[src/rtl/rom_loader.sv]
// Framed byte-stream loader for the 24-bit instruction ROM.
// Assembles SYNC/LEN/payload/CSUM frames into ROM writes and holds the CPU while loading.
module rom_loader #(
  parameter logic [7:0] SYNC_BYTE = 8'hA5,
  parameter int         ADDR_W    = 11,
  parameter int         TIMEOUT   = 100000
) (
  input  logic              clk,
  input  logic              rst_n,
  input  logic [7:0]        rx_data,
  input  logic              rx_valid,
  output logic              rx_ready,
  output logic              rom_w_enable,
  output logic [ADDR_W-1:0] rom_w_addr,
  output logic [23:0]       rom_w_data,
  output logic              cpu_hold,
  output logic              load_done,
  output logic              load_error
);

  localparam int CNT_W = $clog2(TIMEOUT + 1);

  typedef enum logic [2:0] {
    S_IDLE,
    S_LEN_HI,
    S_LEN_LO,
    S_DATA,
    S_CSUM
  } state_t;

  state_t            state_q, state_d;
  logic [2:0]        lenHi_q, lenHi_d;
  logic [ADDR_W-1:0] lastIdx_q, lastIdx_d;
  logic [ADDR_W-1:0] wordIdx_q, wordIdx_d;
  logic [1:0]        byteIdx_q, byteIdx_d;
  logic [15:0]       asm_q, asm_d;
  logic [7:0]        sum_q, sum_d;
  logic [CNT_W-1:0]  idleCnt_q, idleCnt_d;
  logic              wrEn_q, wrEn_d;
  logic [ADDR_W-1:0] wrAddr_q, wrAddr_d;
  logic [23:0]       wrData_q, wrData_d;
  logic              hold_q, hold_d;
  logic              done_q, done_d;
  logic              err_q, err_d;
  logic              accept;
  logic              timedOut;

  assign rx_ready     = 1'b1;
  assign accept       = rx_valid;
  assign rom_w_enable = wrEn_q;
  assign rom_w_addr   = wrAddr_q;
  assign rom_w_data   = wrData_q;
  assign cpu_hold     = hold_q;
  assign load_done    = done_q;
  assign load_error   = err_q;

  always_ff @(posedge clk or negedge rst_n) begin
    if (!rst_n) begin
      state_q   <= S_IDLE;
      lenHi_q   <= '0;
      lastIdx_q <= '0;
      wordIdx_q <= '0;
      byteIdx_q <= '0;
      asm_q     <= '0;
      sum_q     <= '0;
      idleCnt_q <= '0;
      wrEn_q    <= 1'b0;
      wrAddr_q  <= '0;
      wrData_q  <= '0;
      hold_q    <= 1'b0;
      done_q    <= 1'b0;
      err_q     <= 1'b0;
    end else begin
      state_q   <= state_d;
      lenHi_q   <= lenHi_d;
      lastIdx_q <= lastIdx_d;
      wordIdx_q <= wordIdx_d;
      byteIdx_q <= byteIdx_d;
      asm_q     <= asm_d;
      sum_q     <= sum_d;
      idleCnt_q <= idleCnt_d;
      wrEn_q    <= wrEn_d;
      wrAddr_q  <= wrAddr_d;
      wrData_q  <= wrData_d;
      hold_q    <= hold_d;
      done_q    <= done_d;
      err_q     <= err_d;
    end
  end

  always_comb begin
    state_d   = state_q;
    lenHi_d   = lenHi_q;
    lastIdx_d = lastIdx_q;
    wordIdx_d = wordIdx_q;
    byteIdx_d = byteIdx_q;
    asm_d     = asm_q;
    sum_d     = sum_q;
    idleCnt_d = '0;
    wrEn_d    = 1'b0;
    wrAddr_d  = wrAddr_q;
    wrData_d  = wrData_q;
    hold_d    = hold_q;
    done_d    = done_q;
    err_d     = err_q;
    timedOut  = 1'b0;

    // Inter-byte watchdog, only armed while a frame is open.
    if (state_q != S_IDLE && !accept) begin
      idleCnt_d = idleCnt_q + CNT_W'(1);
      timedOut  = (idleCnt_q == CNT_W'(TIMEOUT - 1));
    end

    case (state_q)
      S_IDLE: begin
        if (accept && rx_data == SYNC_BYTE) begin
          state_d   = S_LEN_HI;
          hold_d    = 1'b1;
          done_d    = 1'b0;
          err_d     = 1'b0;
          wordIdx_d = '0;
          sum_d     = '0;
          byteIdx_d = '0;
        end
      end
      S_LEN_HI: begin
        if (accept) begin
          if (rx_data[7:3] != 5'd0) begin
            err_d   = 1'b1;
            state_d = S_IDLE;
          end else begin
            lenHi_d = rx_data[2:0];
            state_d = S_LEN_LO;
          end
        end
      end
      S_LEN_LO: begin
        if (accept) begin
          lastIdx_d = ADDR_W'({lenHi_q, rx_data});
          state_d   = S_DATA;
        end
      end
      S_DATA: begin
        if (accept) begin
          sum_d = sum_q + rx_data;
          if (byteIdx_q == 2'd2) begin
            wrEn_d    = 1'b1;
            wrAddr_d  = wordIdx_q;
            wrData_d  = {asm_q, rx_data};
            byteIdx_d = '0;
            // The last word stops the index here so it never wraps past 2047.
            if (wordIdx_q == lastIdx_q) begin
              state_d = S_CSUM;
            end else begin
              wordIdx_d = wordIdx_q + ADDR_W'(1);
            end
          end else begin
            asm_d     = {asm_q[7:0], rx_data};
            byteIdx_d = byteIdx_q + 2'd1;
          end
        end
      end
      S_CSUM: begin
        if (accept) begin
          state_d = S_IDLE;
          if (rx_data == sum_q) begin
            done_d = 1'b1;
            hold_d = 1'b0;
          end else begin
            err_d = 1'b1;
          end
        end
      end
      default: state_d = S_IDLE;
    endcase

    if (timedOut) begin
      err_d   = 1'b1;
      state_d = S_IDLE;
    end
  end

endmodule
[config.mk]
export PLATFORM = sky130hd
export DESIGN_NAME = rom_loader
export DESIGN_NICKNAME = d
export VERILOG_FILES = /design/src/rtl/rom_loader.sv
export SDC_FILE = /design/constraint.sdc
export NUM_CORES = 1
export LEC_CHECK = 0
export CAP_MARGIN = 20
export CORE_ASPECT_RATIO = 1.2
export CORE_MARGIN = 10
export CORE_UTILIZATION = 61
export DETAILED_ROUTE_END_ITERATION = 7
export PLACE_DENSITY = 0.85
export SYNTH_ARGS = -nofsm -noshare
export SYNTH_HDL_FRONTEND = slang
export SYNTH_SLANG_ARGS = --single-unit
export TNS_END_PERCENT = 1
[constraint.sdc]
create_clock -name clk -period 4.91 [get_ports clk]
set_clock_uncertainty 0.05 [all_clocks]
set_input_delay 1.2275 -clock clk [delete_from_list [all_inputs] [get_ports clk]]
set_output_delay 1.2275 -clock clk [all_outputs]
set_load 0.02 [all_outputs]
==> run metrics <==
layout cells sized above 1=0.190; Required @ worst endpoint=5160 ps; Worst-Skew Late Latency=just under 400 ps; register clock-pin slew on the reported worst setup and hold paths=~100 ps; clock root cell=clkbuf_8; via count=3578; global-route wire length before repair=~19000 um; All-Layer GR Usage=0.179; run status=finished, final reports clean; Overflow after GRT=0; dpl cell area=between 5000 and 6000 um^2; Setup Viol. Count Final=0; DRC viols=0; CP peak stage delay=590 ps; cts hold-fix bufs=0; synth top area cells=dfrtp_1 (53%), mux2_2 (13%), xor2_1 (3.4%), ha_1 (2.2%), nor2_1 (2.1%); Routability Congestion=approximately 0.88; die area=about 13000 um^2; Cells after Synth=approximately 430; post-layout minimum cycle time=around 3600 ps; CP Capture Type=register; initial antenna violation count=0; Die Y=around 120 um; register area share after synthesis=0.534; # IOs=slightly above 50; PD cells=401 nW/um^2; Fmax=275 MHz; starting density of the core=0.629; Hold WC Path Type=register to register; worst slew pin tran=a little under 800 ps; Syn Area/Cell=about 12 um^2; first drt pass iteration count=4; Worst Setup Start Kind=input port; Max clock buf depth=2; RR Endpoint=wordIdx_q[7]; Slew Limit Fails=0; worst reg-to-reg path cell count=4; Routed Wire Length=10800 um; Post-synth ARST share=1.00; r2r setup slk=~2200 ps; Post-DP HPWL=about 7600 um; Setup Buffers After CTS=0; Synth warnings=0; Resized cells post-CTS=0; largest net degree at the start of global routing=41; Final ANT Viol Nets=0; sw frac=0.337; PnR Total Power=approximately 2.4 mW; port bufs=49; Sequential Power Share=0.486; most frequent cells after synthesis=dfrtp_1 (110), mux2_2 (61), nor2_1 (29), nand2_1 (20), xor2_1 (20); Hold Crit Endpoint=cpu_hold; P_sw=approximately 800 uW; vias per cell=5.98; Yosys reg bits=110; Num CTS Buffers=9; CTS H-tree depth=3; fill count=~590; Finished Cell Area=approximately 5900 um^2; Slew HR=0.471; most common flop cell mapped by yosys=dfrtp_1; peak supply drop=approximately 250 uV; vias in the first global route=slightly below 4k; largest fanout on the critical path=13; Post-Syn Nets=roughly 460; post-synthesis cell type count=54; Ant. Diodes=0; number of synthesized flops with an enable pin=0; Avg WL per Cell=around 18 um; share of total power in the clock network=0.245; Setup TNS=0 ps; CTS tree=yes; die width=just over 100 um; most frequent cell after synthesis=dfrtp_1; core area=roughly 8000 um^2; Tcrit/Tclk final=0.740; Layout Nets=500; critical path arrival=about 3900 ps; reg2reg start=state_q[0]; Lkg Pwr=about 2.8 nW; initial drt markers=about 190; clock sinks=between 100 and 150; RSZ-0062 raised after global routing=no; final hold vios=0; # rows=36; combinational fraction of design power=0.269; max-cap viol count=0; P&R area growth vs syn=15.3%; Crit Path Class=input port to register; Worst path slowest cell=or3_1; WHS Path Cells=1; cell taking the most area after synthesis=dfrtp_1; critical-path cell list=clkdlybuf4s50_1 > or3_4 > o31a_1 > a211o_1 > or3_1 > o31ai_2; Cell Area, Synth=between 5000 and 6000 um^2; internal power=1.58 mW; hold_sp=cpu_hold; top-area cell type share of the netlist area=0.534
-- layout make-up --
class / instances / area [um^2] / area share
multi-input combinational: 296 / 2290 / 0.385
sequential: 110 / 2750 / 0.463
clock buffer: 9 / 124 / 0.0208
inverter: 9 / 33.8 / 0.00568
clock inverter: 7 / 88.8 / 0.0149
tap: 114 / 143 / 0.0240
timing repair buffer: 53 / 518 / 0.0871
-- worst max path at each step --
| stage | from | to | cells past startpoint |
|---|---|---|---|
| global route | rx_data[4] | wordIdx_q[8] | 6 |
| floorplan | rx_data[3] | wordIdx_q[4] | 6 |
| detailed placement | rx_data[3] | wordIdx_q[7] | 6 |
| global placement | rx_data[3] | wordIdx_q[6] | 6 |
| finish | rx_data[4] | wordIdx_q[7] | 6 |
| CTS | rx_data[3] | wordIdx_q[7] | 6 |
-- cell families (layout without fill, tap and decap cells) --
group                      count (synthesis)  in the layout  synth area share
adders and majority gates                 11             11            0.0277
AOI/OAI and AO/OA                         66             66            0.0934
muxes                                     66             66             0.144
DFF                                      110            110             0.534
xor gates and xnor gates                  31             31            0.0526
and+or+nand+nor                          121            121             0.124
buffers and inverters                     28             78            0.0240
other                                      1              1          0.000727
-- power groups by stage --
stage	sequential (mW)	clock (mW)	combinational [mW]
4_1_cts	1.16	0.592	0.643
2_1_floorplan	1.18	0	0.404
3_3_place_gp	1.17	0	0.615
6_report	1.16	0.583	0.642
3_5_place_dp	1.17	0	0.639
5_1_grt	1.18	0.631	0.706
-- critical path, delay by kind of cell --
family / cells / cell delay [ps]
AOI/OAI and AO/OA: 3 / 1090
buffers and inverters: 1 / 530
and+or+nand+nor: 2 / 1030
-- flip-flops by register name (all words and copies together) (netlist names), 2 cells and up --
signal,flops
byteIdx_q,2
rom_w_data,24
idleCnt_q,17
rom_w_addr,11
lastIdx_q,11
lenHi_q,3
sum_q,8
wordIdx_q,11
state_q,3
asm_q,16
-- stage by stage --
stage	util	setup WS, ps	hold WS, ps	std cells
floorplan	-	1870	403	434
global placement	0.699	994	412	582
detailed placement	0.699	884	419	582
CTS	0.725	1290	443	598
global route	0.725	1190	462	598
finish	0.725	1280	440	598
-- placed cells by master, fill, tap and decap left out, types with 4 or more instances in the layout --
cell	count
nor2_1	29
clkbuf_8	9
xor2_1	20
xnor2_1	11
mux2_1	4
o21ai_0	7
inv_1	9
buf_4	5
o31ai_2	7
o31ai_1	12
nor4_1	6
nand2_1	20
a21oi_1	12
nand3_1	18
clkdlybuf4s50_1	48
mux2_2	61
ha_1	9
nor3_1	11
a31oi_1	8
and3_1	11
dfrtp_1	110
-- layer usage --
layer	track usage	up-vias	routed length (um)
met5	0	-	0
met4	0.0889	0	253
met3	0.0473	23	566
met2	0.309	92	5550
met1	0.203	1813	4410
li1	-	1650	-
Power figures use the tool's default switching activity.
==> RTL change 1, RTL diff (same flow settings) <==
Take the reset off `wrData_q` and load it in a clocked block of its own.
--- a/src/rtl/rom_loader.sv
+++ b/src/rtl/rom_loader.sv
@@ -67,5 +67,4 @@
       wrEn_q    <= 1'b0;
       wrAddr_q  <= '0;
-      wrData_q  <= '0;
       hold_q    <= 1'b0;
       done_q    <= 1'b0;
@@ -82,9 +81,12 @@
       wrEn_q    <= wrEn_d;
       wrAddr_q  <= wrAddr_d;
-      wrData_q  <= wrData_d;
       hold_q    <= hold_d;
       done_q    <= done_d;
       err_q     <= err_d;
     end
+  end
+
+  always_ff @(posedge clk) begin
+    wrData_q <= wrData_d;
   end
 
Function: changed (Yosys sat finds a counterexample within 10 cycles, from zero or initial values and one cycle with rst_n low; the reset may be asserted at any time).
==> RTL change 1 against the original RTL <==
Sequential cell count is the same. Synthesized cell count increased by 3.7%. Synthesized area rose by 0.82%. Critical endpoint is now wordIdx_q[9]. Wire length grew 1.9%. Global-route usage is 0.053 points lower. Sequential share of layout area grew 1.8 points. Setup slack gained 45 ps. Count of clock-buffer cells in the layout stayed put. Critical path type unchanged. Core utilization rose by 0.35 points. Sequential power grew 14%. Final cell count increased by 1.3%. Total power up 14%. Final area grew 0.48%.
==> RTL change 1: results (changes against the original RTL) <==
status=completed; Leak=2.42 nW (-14%); H-tree lvl count=3 (unchanged); placed instance count=589 (+1.2%); worst r2r src=state_q[2]; Mapped Nets=471 (+3.5%); Post-Syn Area=5200 µm² (+0.82%); drt initial violations=229 (+19%); pin count of the biggest net entering global routing=87 (+110%); DRT Pass-1 Iters=4 (unchanged); WHS Endpoint=rom_w_data[21]; DPL Wire Length=7.64 mm (+0.24%); layout cell share with drive strength beyond 1=12.2% (-6.8 points); Total Routing Usage GR=17.9% (-0.053 points); vias in the first global route=3,737 (-4.1%); Peak supply drop=0.277 mV (+9.0%); M1 WL=4.59 mm (+4.1%); Final nets=508 (+1.6%); FF-to-FF End=wordIdx_q[9]; placed cell areas=5740 µm² (+0.15%); worst-path fanout max=28 (+15); Filler Cells Inserted=593 (+0.85%); final WL=11.0 mm (+1.9%); Post-synth EDFFs=24 (+24); Port-buffer cells=49 (unchanged); met2 wire length=5.71 mm (+2.8%); Hold Path Depth=0 (-1); vias per cell=5.96 (-0.44%); synth unique cells=64 (+19%); Seq/Total Area, Yosys=55.2% (+1.9 points); Routed met3 length=493 µm (-13%); Arr. time, crit path=3810 ps (-70 ps); Avg WL per Cell=18.1 µm (+0.58%); Synth area leaders=dfrtp_1 (41%), edfxtp_1 (14%), mux2_2 (5.8%); Worst Max-Slew Pin Slew=999 ps (+205 ps); Final Slew Violations=0 (unchanged); Top Layer Used=met4; routability cong.=0.885 (+0.28%); Post-synth ARST share=78.2% (-22 points); Mapped Cells=450 (+3.7%); first-pass GRT wire length=18.6 mm (+0.15%); Post-synth top cells=dfrtp_1 (86), nand3_1 (37), nor2_1 (32)
-- RTL change 1: cell count changes after synthesis, moves of 10 or more --
cell	delta
mux2_1	+10
or4_1	+12
edfxtp_1	+24
dfrtp_1	-24
xor2_1	-12
clkbuf_1	+12
mux2_2	-34
nand3_1	+19
xnor2_1	+12
-- RTL change 1: layout make-up --
type	instances	area [µm²]	share of cell area, %
clock buffers	9	124	2.07
clock inverters	7	81.3	1.36
inverters	6	22.5	0.377
multi-input cells	305	2180	36.5
flip-flops and latches	110	2870	48.1
well taps	114	143	2.39
repair buffers	55	553	9.25
-- RTL change 1: report_power, final --
group	total, mW	internal [mW]	switching, mW
clock network	0.550	0.206	0.344
logic	0.853	0.411	0.441
registers	1.32	1.17	0.155
-- RTL change 1: metal layers --
metal	vias up	GRT usage [%]
met5	-	0
met4	0	6.79
met3	17	4.25
met2	94	31.2
met1	1790	20.9
li1	1709	-
-- RTL change 1: logic make-up (layout without fill, tap and decap cells) --
family,Yosys count,in the layout,synth area share [%]
simple gates,165,165,17.7
other cells,1,1,0.0721
flops,110,110,55.2
buf+inv,35,77,2.84
xor+xnor,31,31,5.22
compound gates,54,54,6.91
mux,43,43,9.26
fa+ha+maj,11,11,2.74
-- RTL change 1: worst max path at each step --
stage | to | depth (start not counted) | slack, ps | from
after floorplan | sum_q[6] | 7 | 2020 | rx_data[0]
after global placement | wordIdx_q[9] | 6 | 1090 | rx_data[3]
after detailed placement | wordIdx_q[9] | 6 | 960 | rx_data[3]
after CTS | wordIdx_q[9] | 6 | 1340 | rx_data[3]
after global routing | rom_w_data[13] | 5 | 1160 | rx_valid
final | wordIdx_q[9] | 6 | 1320 | rx_data[3]
-- RTL change 1: stage by stage --
stage | setup WS (ps) | total power [mW] | hold slack, ps
6_report | 1320 | 2.73 | 412
5_1_grt | 1160 | 2.88 | 418
4_1_cts | 1340 | 2.74 | 410
3_5_place_dp | 958 | 2.19 | 384
3_3_place_gp | 1090 | 2.14 | 374
2_1_floorplan | 2020 | 1.88 | 368
-- RTL change 1: worst max-delay path, stage by stage --
cell and delay (ps):
clkdlybuf4s50_1 480, or3_1 470, or4_1 980, and3_1 380, a31oi_1 160, nand3_1 110
==> RTL change 2, RTL diff (same settings) <==
Made on the original files. Change the parameter `ADDR_W` from 11 to 10.
--- a/src/rtl/rom_loader.sv
+++ b/src/rtl/rom_loader.sv
@@ -3,5 +3,5 @@
 module rom_loader #(
   parameter logic [7:0] SYNC_BYTE = 8'hA5,
-  parameter int         ADDR_W    = 11,
+  parameter int         ADDR_W    = 10,
   parameter int         TIMEOUT   = 100000
 ) (
Ports: changed (resized rom_w_addr); port bits go from 51 to 50. The function was not compared with the original's and may differ.
==> RTL change 2 against the original RTL <==
Critical path depth stayed put. Sequential cell count is 4 lower. Setup slack better by 150 ps. Total power is 3.1% lower. Wire length is 4.0% lower. Worst hold slack better by 7.9 ps. Core utilization is 0.95 points higher. Sequential share of layout area is 0.28 points higher. Final area is 4.2% lower. Maximum frequency is 4.3% higher. Non-clock buffer count is 1 lower. Synthesized area is 5.0% lower.
==> RTL change 2: results (changes against the original RTL) <==
R2R depth=6 (+2); layout cell share with drive strength beyond 1=20.0% (+0.95 points); CTS root buf=clkbuf_8; Yosys warning total=0 (unchanged); initial antenna violation count=0 (unchanged); final WL=10.3 mm (-4.0%); Final nets=482 (-3.6%); Port-buffer cells=48 (-2.0%); synth unique cells=51 (-5.6%); Worst Max-Slew Pin Slew=802 ps (+8.40 ps); synthesized area per cell=11.9 µm² (about the same); Clock Tree Buf Depth=2 (unchanged); Post-synth top cells=dfrtp_1 (106), mux2_2 (62), nor2_1 (32); H-tree lvl count=3 (unchanged); Worst Hold Slack=447 ps (+7.90 ps); vias in the first global route=3,515 (-9.8%); DRT Pass-1 Iters=4 (unchanged); Mapped Nets=433 (-4.8%); placed instance count=541 (-7.0%); DPL Wire Length=7.26 mm (-4.7%); vias per cell=5.94 (-0.68%); first-pass GRT wire length=17.7 mm (-4.7%); WHS Endpoint=idleCnt_q[0]; Seq/Total Area, Yosys=54.2% (+0.79 points); Leak=2.58 nW (-7.8%); worst setup path end=lenHi_q[0]; Worst R2R Setup Slack=1970 ps (-230 ps); vias=3,316 (-7.3%); status=completed; Total Routing Usage GR=18.3% (+0.39 points); Hold Crit Start=idleCnt_q[0]; placed cell areas=5440 µm² (-5.2%); Arr. time, crit path=3700 ps (-180 ps); Synth area leaders=dfrtp_1 (54%), mux2_2 (14%), xnor2_1 (3.8%); Peak supply drop=0.216 mV (-15%); DP Worst Slack=1060 ps (+178 ps); maximum clock rate=0.287 GHz (+4.3%); postcts setup bufs=0 (unchanged); FF-to-FF End=wordIdx_q[8]; Hold Path Depth=1 (unchanged); Psw=0.728 mW (-9.3%); drt initial violations=195 (+1.6%); post_cts resized=0 (unchanged); worst-path fanout max=5 (-8); routability cong.=0.835 (-5.4%); clock-pin slew on the worst setup and hold paths=100 ps (about the same); pin count of the biggest net entering global routing=85 (+110%); Filler Cells Inserted=524 (-11%); Antenna diodes=0 (unchanged); max FFs per register=24 (unchanged)
[RTL change 2: cell type report]
type | count | share of cell area [%]
sequential | 106 | 46.6
multi-input combinational | 286 | 37.7
timing repair buffer | 52 | 9.27
clock buffer | 9 | 2.17
tap | 92 | 2.02
clock inverter | 7 | 1.89
inverter | 6 | 0.395
[RTL change 2: metrics by stage]
stage	power, mW	utilization (%)
global route	2.44	73.5
CTS	2.32	73.1
floorplan	1.54	-
global placement	1.66	70.2
detailed placement	1.70	70.2
finish	2.31	73.5
[RTL change 2: logic make-up after synthesis]
| logic type | synth area share (%) |
|---|---|
| fa+ha+maj | 2.91 |
| xor+xnor | 5.90 |
| mux | 14.5 |
| simple gates | 13.1 |
| flops | 54.2 |
| buf+inv | 1.99 |
| other cells | 0.0766 |
| compound gates | 7.36 |
[RTL change 2: power by group through the flow]
stage | Clock [mW] | Sequential, mW | Combinational [mW]
after floorplan | 0 | 1.12 | 0.416
after global placement | 0 | 1.15 | 0.508
after detailed placement | 0 | 1.17 | 0.536
after CTS | 0.619 | 1.15 | 0.545
after global routing | 0.655 | 1.17 | 0.614
final | 0.612 | 1.15 | 0.544
[RTL change 2: metal layers]
metal	vias up	share of wire [%]	global-route usage [%]
met2	83	53	30.9
met5	-	0	0
met4	0	2.6	7.62
met1	1649	41	22.2
li1	1558	-	-
met3	26	4.1	3.26
[RTL change 2: worst max-delay path: stages]
cell             delay [ps]
clkdlybuf4s50_1         490
or3_1                   450
o41ai_1                 540
o211ai_1                270
nor3_2                  340
mux2_2                  370
